**src/rtl/ierl78_prtyerr_capture_if.sv**
```systemverilog
// Host register-access bus for the parity-error capture block.
// The host (master) drives address, write data and write strobe; the block returns read data.
interface ierl78_prtyerr_capture_if;
    logic [31:0] ICEIFA;
    logic [15:0] ICEDI;
    logic        ICEWR;
    logic [31:0] ICEDOPB;

    modport master (output ICEIFA, output ICEDI, output ICEWR, input  ICEDOPB);
    modport slave  (input  ICEIFA, input  ICEDI, input  ICEWR, output ICEDOPB);
endinterface

```
**src/rtl/ierl78_prtyerr_capture.sv**
```systemverilog
// RAM parity-error capture: one event per RPERR rising edge, sticky flag, reset request
// sequencer, optional break pulse, and host-visible first-error address and error counter.
module ierl78_prtyerr_capture #(
    parameter int RSTW = 4,
    parameter int CNTW = 8
) (
    input  logic                       BASECK,
    input  logic                       SYSRSOUT,
    input  logic                       RPERR,
    input  logic [15:0]                MA,
    input  logic                       RPERDIS,
    input  logic                       RPEFCLR,
    ierl78_prtyerr_capture_if.slave    host,
    output logic                       RPEF,
    output logic                       PRSTREQ,
    output logic                       PEBRK
);

    localparam logic [31:0]     ADR_CTLSTS = 32'h0401_0004;
    localparam logic [31:0]     ADR_CAPADR = 32'h0401_0006;
    localparam int              WCW        = (RSTW > 1) ? $clog2(RSTW) : 1;
    localparam logic [WCW-1:0]  WCNT_LOAD  = WCW'(RSTW - 1);
    localparam logic [WCW-1:0]  WCNT_ZERO  = {WCW{1'b0}};
    localparam logic [WCW-1:0]  WCNT_ONE   = WCW'(32'd1);
    localparam logic [CNTW-1:0] CNT_MAX    = {CNTW{1'b1}};
    localparam logic [CNTW-1:0] CNT_ONE    = CNTW'(32'd1);
    localparam logic [CNTW-1:0] CNT_ZERO   = {CNTW{1'b0}};

    typedef enum logic [1:0] {
        ST_IDLE = 2'd0,
        ST_RSTA = 2'd1,
        ST_HOLD = 2'd2
    } state_t;

    state_t          state_r, state_nxt_s;
    logic [WCW-1:0]  wcnt_r, wcnt_nxt_s;
    logic            rperr_in_r, rperr_q_r;
    logic [15:0]     ma_r;
    logic [CNTW-1:0] cnt_r, cnt_nxt_s;
    logic            vld_r, vld_nxt_s;
    logic [15:0]     cap_adr_r, cap_adr_nxt_s;
    logic            brken_r, brken_nxt_s;
    logic            rpef_r, rpef_nxt_s;
    logic            prstreq_r, pebrk_r;
    logic            ev_s, wr_ctl_s, clr_s;
    logic [13:0]     cnt_ext_s;
    logic            unused_icedi_s;

    // RPERR and MA are first registered together; the event is the rising edge of that stage
    assign ev_s     = rperr_in_r & ~rperr_q_r;
    assign wr_ctl_s = host.ICEWR & (host.ICEIFA == ADR_CTLSTS);
    assign clr_s    = wr_ctl_s & host.ICEDI[0];
    assign cnt_ext_s = 14'(cnt_r);
    assign unused_icedi_s = ^host.ICEDI[15:2];

    assign RPEF    = rpef_r;
    assign PRSTREQ = prstreq_r;
    assign PEBRK   = pebrk_r;

    // Reset-request sequencer: next state and pulse-width counter
    always_comb begin
        state_nxt_s = state_r;
        wcnt_nxt_s  = wcnt_r;
        case (state_r)
            ST_IDLE: begin
                if (ev_s && !RPERDIS) begin
                    state_nxt_s = ST_RSTA;
                    wcnt_nxt_s  = WCNT_LOAD;
                end else begin
                    state_nxt_s = ST_IDLE;
                end
            end
            ST_RSTA: begin
                if (wcnt_r == WCNT_ZERO) begin
                    state_nxt_s = ST_HOLD;
                end else begin
                    wcnt_nxt_s = wcnt_r - WCNT_ONE;
                end
            end
            ST_HOLD: begin
                if (!rperr_q_r) begin
                    state_nxt_s = ST_IDLE;
                end else begin
                    state_nxt_s = ST_HOLD;
                end
            end
            default: begin
                state_nxt_s = ST_IDLE;
                wcnt_nxt_s  = WCNT_ZERO;
            end
        endcase
    end

    // Capture datapath: an event always wins over a coincident host clear or flag clear
    always_comb begin
        cnt_nxt_s     = cnt_r;
        vld_nxt_s     = vld_r;
        cap_adr_nxt_s = cap_adr_r;
        brken_nxt_s   = brken_r;
        rpef_nxt_s    = rpef_r;

        if (ev_s) begin
            if (clr_s) begin
                cnt_nxt_s = CNT_ONE;
            end else if (cnt_r != CNT_MAX) begin
                cnt_nxt_s = cnt_r + CNT_ONE;
            end else begin
                cnt_nxt_s = cnt_r;
            end
        end else if (clr_s) begin
            cnt_nxt_s = CNT_ZERO;
        end else begin
            cnt_nxt_s = cnt_r;
        end

        if (ev_s && (!vld_r || clr_s)) begin
            vld_nxt_s     = 1'b1;
            cap_adr_nxt_s = ma_r;
        end else if (clr_s) begin
            vld_nxt_s     = 1'b0;
            cap_adr_nxt_s = 16'h0000;
        end else begin
            vld_nxt_s     = vld_r;
            cap_adr_nxt_s = cap_adr_r;
        end

        if (wr_ctl_s) begin
            brken_nxt_s = host.ICEDI[1];
        end else begin
            brken_nxt_s = brken_r;
        end

        if (ev_s) begin
            rpef_nxt_s = 1'b1;
        end else if (RPEFCLR) begin
            rpef_nxt_s = 1'b0;
        end else begin
            rpef_nxt_s = rpef_r;
        end
    end

    // State and output registers with synchronous reset
    always_ff @(posedge BASECK) begin
        if (SYSRSOUT) begin
            state_r    <= ST_IDLE;
            wcnt_r     <= WCNT_ZERO;
            rperr_in_r <= 1'b0;
            rperr_q_r  <= 1'b0;
            ma_r       <= 16'h0000;
            cnt_r      <= CNT_ZERO;
            vld_r      <= 1'b0;
            cap_adr_r  <= 16'h0000;
            brken_r    <= 1'b0;
            rpef_r     <= 1'b0;
            prstreq_r  <= 1'b0;
            pebrk_r    <= 1'b0;
        end else begin
            state_r    <= state_nxt_s;
            wcnt_r     <= wcnt_nxt_s;
            rperr_in_r <= RPERR;
            rperr_q_r  <= rperr_in_r;
            ma_r       <= MA;
            cnt_r      <= cnt_nxt_s;
            vld_r      <= vld_nxt_s;
            cap_adr_r  <= cap_adr_nxt_s;
            brken_r    <= brken_nxt_s;
            rpef_r     <= rpef_nxt_s;
            prstreq_r  <= (state_nxt_s == ST_RSTA);
            pebrk_r    <= ev_s & brken_r;
        end
    end

    // Host read mux, combinational from the address
    always_comb begin
        case (host.ICEIFA)
            ADR_CTLSTS: host.ICEDOPB = {16'h0000, cnt_ext_s, brken_r, vld_r};
            ADR_CAPADR: host.ICEDOPB = {16'h0000, cap_adr_r};
            default:    host.ICEDOPB = 32'h0000_0000;
        endcase
    end

endmodule

```
**src/flat_wrapper.sv**
```systemverilog
// flat-port wrapper written by rule: the top's interface ports become plain ports
module ierl78_prtyerr_capture_flat 
#(
    parameter int RSTW = 4,
    parameter int CNTW = 8
)
  (BASECK, SYSRSOUT, RPERR, MA, RPERDIS, RPEFCLR, RPEF, PRSTREQ, PEBRK, host_ICEIFA, host_ICEDI, host_ICEWR, host_ICEDOPB);
  ierl78_prtyerr_capture_if host_i ();
  input  logic BASECK;
  input  logic SYSRSOUT;
  input  logic RPERR;
  input  logic [15:0] MA;
  input  logic RPERDIS;
  input  logic RPEFCLR;
  output logic RPEF;
  output logic PRSTREQ;
  output logic PEBRK;
  input wire logic [$bits(host_i.ICEIFA)-1:0] host_ICEIFA;
  input wire logic [$bits(host_i.ICEDI)-1:0] host_ICEDI;
  input wire logic [$bits(host_i.ICEWR)-1:0] host_ICEWR;
  output wire logic [$bits(host_i.ICEDOPB)-1:0] host_ICEDOPB;
  assign host_i.ICEIFA = host_ICEIFA;
  assign host_i.ICEDI = host_ICEDI;
  assign host_i.ICEWR = host_ICEWR;
  assign host_ICEDOPB = host_i.ICEDOPB;
  ierl78_prtyerr_capture #(.RSTW(RSTW), .CNTW(CNTW)) u_core (.BASECK(BASECK), .SYSRSOUT(SYSRSOUT), .RPERR(RPERR), .MA(MA), .RPERDIS(RPERDIS), .RPEFCLR(RPEFCLR), .host(host_i), .RPEF(RPEF), .PRSTREQ(PRSTREQ), .PEBRK(PEBRK));
endmodule
```
**config.mk**
```make
export PLATFORM = sky130hd
export DESIGN_NAME = ierl78_prtyerr_capture_flat
export DESIGN_NICKNAME = d
export VERILOG_FILES = /design/src/rtl/ierl78_prtyerr_capture_if.sv /design/src/rtl/ierl78_prtyerr_capture.sv /design/src/flat_wrapper.sv
export SDC_FILE = /design/constraint.sdc
export NUM_CORES = 1
export LEC_CHECK = 0
export CAP_MARGIN = 10
export CORE_MARGIN = 10
export CORE_UTILIZATION = 42
export CTS_BUF_LIST = sky130_fd_sc_hd__clkbuf_2
export DETAILED_ROUTE_END_ITERATION = 6
export PLACE_DENSITY = 0.83
export SETUP_SLACK_MARGIN = 0.15
export SYNTH_ARGS = -nofsm -noshare
export SYNTH_HDL_FRONTEND = slang
export SYNTH_SLANG_ARGS = --single-unit
```
**constraint.sdc**
```tcl
create_clock -name BASECK -period 2.55 [get_ports BASECK]
set_input_delay 0.51 -clock BASECK [delete_from_list [all_inputs] [get_ports BASECK]]
set_output_delay 0.51 -clock BASECK [all_outputs]
set_load 0.05 [all_outputs]
```
Word-level counts from Yosys, hierarchy flattened
Cells that the tools add are included.
{ "totals": {"ff_bits": 51, "out_inout_bits": 35, "in_bits": 70, "wordCells": 59} }
{ "op_classes": {"n_mux": 18, "n_addsub": 2, "bitwise_logic": 6, "n_reduce_logical": 13, "n_eq_ne": 8} }
{ "op_table": {"columns": ["cell", "n"], "rows": [
  ["equality test 32 x 27 -> 1 bit, second input constant", 2],
  ["2-to-1 mux 16 bit", 2],
  ["2-to-1 mux 8 bit", 4],
  ["case mux 16 bit (2 select lines)", 1],
  ["case mux 2 bit (3 select lines)", 2],
  ["adder 8 x 1 -> 8 bit, second input constant", 1],
  ["2-to-1 mux 2 bit", 4],
  ["inequality test 8 bit, second input constant", 1],
  ["nonzero test 2 bit", 4],
  ["2-to-1 mux 1 bit", 5],
  ["bitwise AND 1 bit", 4],
  ["equality test 2 x 1 -> 1 bit, second input constant", 2],
  ["zero test 2 bit", 2],
  ["AND reduction 3 bit", 1],
  ["equality test 2 bit, second input constant", 1],
  ["logical AND 1 bit", 2],
  ["zero test 1 bit", 2],
  ["inequality test 2 x 1 -> 1 bit, second input constant", 1],
  ["inequality test 2 bit, second input constant", 1],
  ["NOT 1 bit", 2],
  ["AND reduction 2 bit", 1],
  ["subtractor 2 x 1 -> 2 bit, second input constant", 1],
  ["logical OR 1 bit", 1]
]} }

Longest topological paths before layout
Gate-level depths: netlist of run 1.
{ "depth": {"ltp_word": 6, "depth_mapped": 6, "ltp_nobuf": 6} }

Least setup slack after synthesis of run 1
No wires, ideal clock.
{ "synth_path": {"path_type": "input to output", "from": "input port host_ICEIFA[18]", "to": "output port host_ICEDOPB[0]", "required_time_ps": 2040, "slack_ps": -122, "t_arrival_ps": 2162, "cell_stages": 6, "path_buffers": 1, "cell_sequence": "nor4_1 -> nand4_1 -> nor2_1 -> and2_1 -> clkbuf_1 -> a22o_1"} }
{ "synth_via": {"elab_chain_cells": 2, "elab_cells_between_ends": 3, "classes_between": "eq/ne: 2; mux: 1"} }
{ "synth_lines": {"columns": ["item", "line_no", "source"], "rows": [
  ["start: declaration", "flat_wrapper.sv:18", "input wire logic [$bits(host_i.ICEIFA)-1:0] host_ICEIFA;"],
  ["equality test 32 x 27 -> 1 bit", "ierl78_prtyerr_capture.sv:175", "case (host.ICEIFA)"],
  ["case mux 16 bit (2 select lines) *", "ierl78_prtyerr_capture.sv:175", null],
  ["end: declaration", "flat_wrapper.sv:21", "output wire logic [$bits(host_i.ICEDOPB)-1:0] host_ICEDOPB;"]
]} }
Mark *: on every way between the ends. The rest lies on a longest branch, timed or not.

Worst setup path in the final report of run 1
{ "layout_path": {"from": "input port host_ICEIFA[28]", "to": "output port host_ICEDOPB[5]"} }
Same word-level chain as after synthesis.

==> impl_metrics.json, run 1 <==
{
  "peakVddDrop_uv": 317.9,
  "cts.sinks": 51,
  "yosysSeqAreaShare_pct": 47.09,
  "die_y_um": 91.85,
  "n_fill_cell": 354,
  "hpwl_um": 4416,
  "cts_buffers": 5,
  "max_freq_mhz": 397.2,
  "hold_end": "u_core.cap_adr_r[2]$_SDFFE_PP0P_",
  "die_area_um2": 8436,
  "status": "completed",
  "postRouteAntennaNets": 0,
  "synth_area_um2": 2168,
  "fin_setup_tns_ns": 0,
  "wire_per_inst_um": 15.84,
  "drtPass1Iterations": 4,
  "core_area_um2": 5042,
  "gp_congestion": 0.8319,
  "fin_nets": 375,
  "final_util_pct": 68.64,
  "layout-drive-gt1-share_pct": 35.20,
  "insertion_delay_ns": 0.42,
  "grt_max_degree": 17,
  "cts_max_level": 2,
  "core.rowCount": 26,
  "die_width_um": 91.85,
  "crit_arrival_ns": 2.01,
  "clk_path_buf_depth": 2,
  "via_per_inst": 4.858,
  "setup_viol": 0,
  "worst_slew_pin_slew_ns": 0.5190,
  "synth_cell_types": 40,
  "slew_violations": 0,
  "cts_tree": "built",
  "rsz0062_at_grt": "true",
  "grt_pass1_vias": 1976,
  "p_leak_nw": 1.444,
  "grt_overflow": 0,
  "antenna_found_initial": 0,
  "min_path_type": "register to register",
  "path_clk_slew_ns": 0.22,
  "finalCritPeriodShare_pct": 98.72,
  "track_usage_pct": 13.73,
  "grt_first_pass_wirelength_um": 9384,
  "timing.rr.end": "u_core.cnt_r[5]$_SDFFE_PP0P_",
  "root_buffer": "clkbuf_2",
  "antenna_cells": 0,
  "crit_start": "host_ICEIFA[28]",
  "regToRegSetupSlack_ns": 0.68,
  "setup.worst_path.end_class": "output port",
  "crit_required_ns": 2.04,
  "drtIter0Drc": 56,
  "hold_path_depth": 1,
  "avgSynthCellArea_um2": 10.37,
  "finalHoldViolCount": 0,
  "io_pins": 105,
  "hp-start": "u_core.ma_r[2]$_SDFF_PP0_",
  "period_minus_slack_ns": 2.517,
  "route.detailed.drc": 0,
  "synth_ff_type": "dfxtp_1",
  "rr_startpoint": "u_core.cnt_r[0]$_SDFFE_PP0P_",
  "max_cap_violations": 0,
  "routed_wirelength_um": 5923,
  "via_count": 1817,
  "fin_skew_ns": 0.01540,
  "worstSetupStartpointType": "input pin",
  "pwr_density_cell_nw_per_um2": 397.5,
  "slew-limit-headroom_pct": 65.19,
  "critical_path_class": "input pin to output port",
  "worst-path-max-fanout": 6,
  "postSynth.asyncResetShare_pct": 0,
  "synth_warnings": 0,
  "start_util_pct": 43.00,
  "synthCells": 209,
  "synth-seq-cells": 51,
  "syn_to_final_growth_pct": 59.61,
  "port_buffers": 74,
  "synth-edff-count": 0,
  "ff2ff_path_depth": 6
}
[kinds of logic after synthesis]
logic type,after synthesis,share of synthesized area [%]
buf+inv,30,8.656
other cells,1,0.1729
fa+ha+maj,2,1.154
flops,51,47.09
compound gates,45,17.77
simple gates,74,22.74
xor+xnor,6,2.424
[worst max-delay path: stages]
cell and delay, ns:
buf_6 0.10, nor4b_4 0.27, nand4_1 0.20, buf_4 0.21
nor3_4 0.16, buf_6 0.15, buf_12 0.12, a22o_4 0.14
buf_12 0.13
[cell type report]
type                    count  area, µm²  area share [%]
multi-input cells         143       1187           34.31
repair buffers             97       1104           31.89
flip-flops and latches     51       1021           29.50
well taps                  70      87.58           2.531
clock buffers               6      30.03          0.8677
inverters                   5      18.77          0.5423
clock inverters             2      12.51          0.3615
[where the power goes]
group          internal, mW  switching, mW
sequential            0.829         0.0175
clock                0.0698          0.235
combinational         0.102          0.124
total                  1.00          0.376
[synthesized netlist by cell type (3+ instances only)]
master	n	share of area, %
a21oi_1	10	2.3
a22o_1	20	8.1
a22o_2	6	2.8
and3_1	7	2.0
buf_4	16	5.5
clkbuf_1	7	1.2
dfxtp_1	51	47
inv_1	5	0.87
nand2_1	8	1.4
nand3_1	4	0.92
nor2_1	9	1.6
nor2b_1	18	5.2
nor3_1	7	1.6
nor4_2	3	1.7
xnor2_1	3	1.2
xor2_1	3	1.2
[layer usage]
layer  GRT usage (%)  share of wire [%]  up-vias
met5               0                  0        -
met4           4.242                1.2        0
met3           3.586                3.3        5
met2           26.59                 57       40
met1           13.87                 39      866
li1                -                  -      906
[per-stage QoR]
| step | cells | area (µm²) | setup slack, ns | hold WS [ns] | total power [mW] |
|---|---|---|---|---|---|
| after global placement | 355 | 3267 | -0.1380 | 0.4219 | 1.086 |
| after floorplan | 224 | 2325 | 0.1557 | 0.4195 | 0.9996 |
| final | 374 | 3461 | 0.03266 | 0.4703 | 1.376 |
| after global routing | 374 | 3461 | -0.06412 | 0.4855 | 1.442 |
| after CTS | 373 | 3401 | 0.1184 | 0.4712 | 1.381 |
| after detailed placement | 355 | 3267 | -0.1989 | 0.4261 | 1.094 |
[how the worst max path moves through the flow]
stage | cells past startpoint | to | slack [ns]
global route | 9 | host_ICEDOPB[5] | -0.06
floorplan | 5 | host_ICEDOPB[0] | 0.16
finish | 9 | host_ICEDOPB[5] | 0.03
global placement | 8 | host_ICEDOPB[6] | -0.14
detailed placement | 8 | host_ICEDOPB[2] | -0.20
CTS | 9 | host_ICEDOPB[2] | 0.12
[layout by cell type (no fill, tap or decap), drive strengths merged, types with 3 or more instances in the layout]
| master | synthesis | layout |
|---|---|---|
| buf | 18 | 58 |
| dfxtp | 51 | 51 |
| clkdlybuf4s50 | 0 | 27 |
| a22o | 26 | 26 |
| nor2b | 18 | 18 |
| conb | 1 | 16 |
| a21oi | 10 | 10 |
| nor2 | 10 | 10 |
| clkbuf | 7 | 9 |
| nand2 | 8 | 8 |
| clkdlybuf4s15 | 0 | 7 |
| nor3 | 7 | 7 |
| and3 | 7 | 7 |
| inv | 5 | 5 |
| nor4 | 5 | 5 |
| nand3 | 4 | 4 |
| nor4b | 3 | 3 |
| xor2 | 3 | 3 |
| xnor2 | 3 | 3 |
| nand4 | 3 | 3 |
[flip-flops by register name, summed over array words and instances, names as in the netlist]
signal,count
u_core.PEBRK,1
u_core.PRSTREQ,1
u_core.RPEF,1
u_core.brken_r,1
u_core.cap_adr_r,16
u_core.cnt_r,8
u_core.ma_r,16
u_core.rperr_in_r,1
u_core.rperr_q_r,1
u_core.state_r,2
u_core.vld_r,1
u_core.wcnt_r,2
[what timing repair did]
action / CTS / global route
resized for setup: 103 / 18
hold buffers: 0 / 0
buffers inserted: 8 / 1
endpoints found under the hold margin: 0 / 0
pin swaps: 22 / 4
gates cloned: 2 / 0
endpoints found under the setup margin: 16 / 16
No activity file was read; power rests on OpenSTA's default activity.
==> run 2, diff against run 1 <==
- CORE_MARGIN: 10 -> unset
==> impl_metrics.json, run 2 (synthesis results as in run 1) <==
{
  "critPathMaxStageDelay_ns": 0.24,
  "slew-limit-headroom_pct": 63.13,
  "n_fill_cell": 343,
  "placed_cell_area_um2": 3256,
  "track_usage_pct": 21.32,
  "syn_to_final_growth_pct": 60.36,
  "drtIter0Drc": 113,
  "core_area_um2": 4848,
  "p_leak_nw": 1.459,
  "final_cells": 373,
  "route.detailed.drc": 0,
  "pwr_density_cell_nw_per_um2": 398.4,
  "cts_tree": "built",
  "die_area_um2": 5454,
  "worst-path-max-fanout": 5,
  "via_per_inst": 5.013,
  "grt_first_pass_wirelength_um": 8625,
  "worstSetupStartpointType": "input pin",
  "cts_buffers": 5,
  "cts.sinks": 51,
  "dp_slack_ns": -0.1982,
  "die_y_um": 73.85,
  "largestRegisters": "u_core.cap_adr_r (16), u_core.ma_r (16), u_core.cnt_r (8)",
  "grt_overflow": 0,
  "cts_max_level": 2,
  "layout_commonest_cell": "dfxtp_1",
  "period_minus_slack_ns": 2.489,
  "clk_path_buf_depth": 2,
  "cp_slowest_cell": "dlygate4sd2_1",
  "final_util_pct": 71.72,
  "peakVddDrop_uv": 358.0,
  "grt_max_degree": 17,
  "fin_skew_ns": 0.02305,
  "gp_congestion": 0.8399,
  "port_buffers": 74,
  "max_cap_violations": 0,
  "antenna_found_initial": 0,
  "antenna_cells": 0,
  "hold_ws_ns": 0.4706,
  "critPathBufInv": 5,
  "cp_top_family": "buffers and inverters",
  "setup_viol": 0,
  "min_path_type": "register to register",
  "insertion_delay_ns": 0.43,
  "routed_wirelength_um": 5416,
  "crit_arrival_ns": 1.98,
  "final_cell_mix": "51 x dfxtp_1, 27 x clkdlybuf4s50_1, 21 x buf_12",
  "setup.worst_path.end_class": "output port",
  "hpwl_um": 3650,
  "crit_required_ns": 2.04,
  "wire_per_inst_um": 14.52,
  "path_common_cell": "buf_12",
  "status": "completed",
  "rsz0062_at_grt": "true",
  "finalCritPeriodShare_pct": 97.62,
  "fin_setup_tns_ns": 0,
  "critical_path_class": "input pin to output port",
  "slew_violations": 0,
  "ctsHoldBuffers": 0,
  "io_pins": 105,
  "fin_nets": 377,
  "layout-drive-gt1-share_pct": 36.27,
  "worst_slew_pin_slew_ns": 0.5497,
  "place_inst": 351,
  "postRouteAntennaNets": 0,
  "setup_ws_ns": 0.06080,
  "finalHoldViolCount": 0,
  "p_total_mw": 1.385,
  "postLayoutCellArea_um2": 3477,
  "core.rowCount": 25,
  "grt_pass1_vias": 1835,
  "die_width_um": 73.85,
  "start_util_pct": 44.72,
  "via_count": 1870,
  "max_freq_mhz": 401.7,
  "crit_chain": "dlygate4sd2_1, nor4_2, nand4_1, buf_4, nor2_4, and2_4, buf_12, buf_16, a22o_4, buf_12",
  "root_buffer": "clkbuf_2",
  "drtPass1Iterations": 4,
  "path_clk_slew_ns": 0.21
}
[run 2: cell types whose count changed in the layout (fill, tap and decap cells not counted)]
cell,before,now
buf_12,20,21
buf_16,2,1
buf_2,13,14
buf_4,13,14
buf_8,0,1
clkbuf_2,9,10
clkdlybuf4s15_1,7,5
clkinvlp_4,1,0
dlygate4sd2_1,2,3
nor3_1,6,5
nor3_2,0,1
nor4_2,3,2
nor4_4,1,2
[run 2: worst paths after layout]
kind / startpoint / endpoint / slack, ns / depth (start not counted)
hold / removal: u_core.ma_r[1]$_SDFF_PP0_ / u_core.cap_adr_r[1]$_SDFFE_PP0P_ / 0.47 / 1
hold reg to reg: u_core.ma_r[1]$_SDFF_PP0_ / u_core.cap_adr_r[1]$_SDFFE_PP0P_ / 0.47 / 1
setup / recovery: host_ICEIFA[18] / host_ICEDOPB[9] / 0.06 / 10
setup reg to reg: u_core.cnt_r[0]$_SDFFE_PP0P_ / u_core.cnt_r[5]$_SDFFE_PP0P_ / 0.62 / 6
[run 2: cell type report]
| cell class | instances | area [µm²] | area share [%] |
|---|---|---|---|
| Timing Repair Buffer | 99 | 1112 | 31.99 |
| Sequential cell | 51 | 1021 | 29.36 |
| Clock inverter | 1 | 5.005 | 0.1439 |
| Clock buffer | 7 | 35.03 | 1.008 |
| Inverter | 5 | 18.77 | 0.5398 |
| Multi-Input combinational cell | 143 | 1201 | 34.54 |
| Tap cell | 67 | 83.83 | 2.411 |
[run 2: what timing repair did]
action | in CTS | in global routing
buffers inserted | 12 | 1
endpoints found under the setup margin | 16 | 16
cloned | 1 | 0
pin swaps | 18 | 13
gates resized for setup | 113 | 14
[run 2: where the power goes]
part           switching [mW]  internal, mW  total (mW)
logic                   0.125         0.102       0.227
clock network           0.238        0.0747       0.312
registers              0.0175         0.829       0.846
[run 2: per-layer routing]
layer	vias to the layer above	global-route usage [%]	wire (µm)
met4	0	7.479	125
met1	891	23.65	2119
li1	910	-	-
met5	-	0	0
met3	11	4.664	226
met2	58	39.65	2945
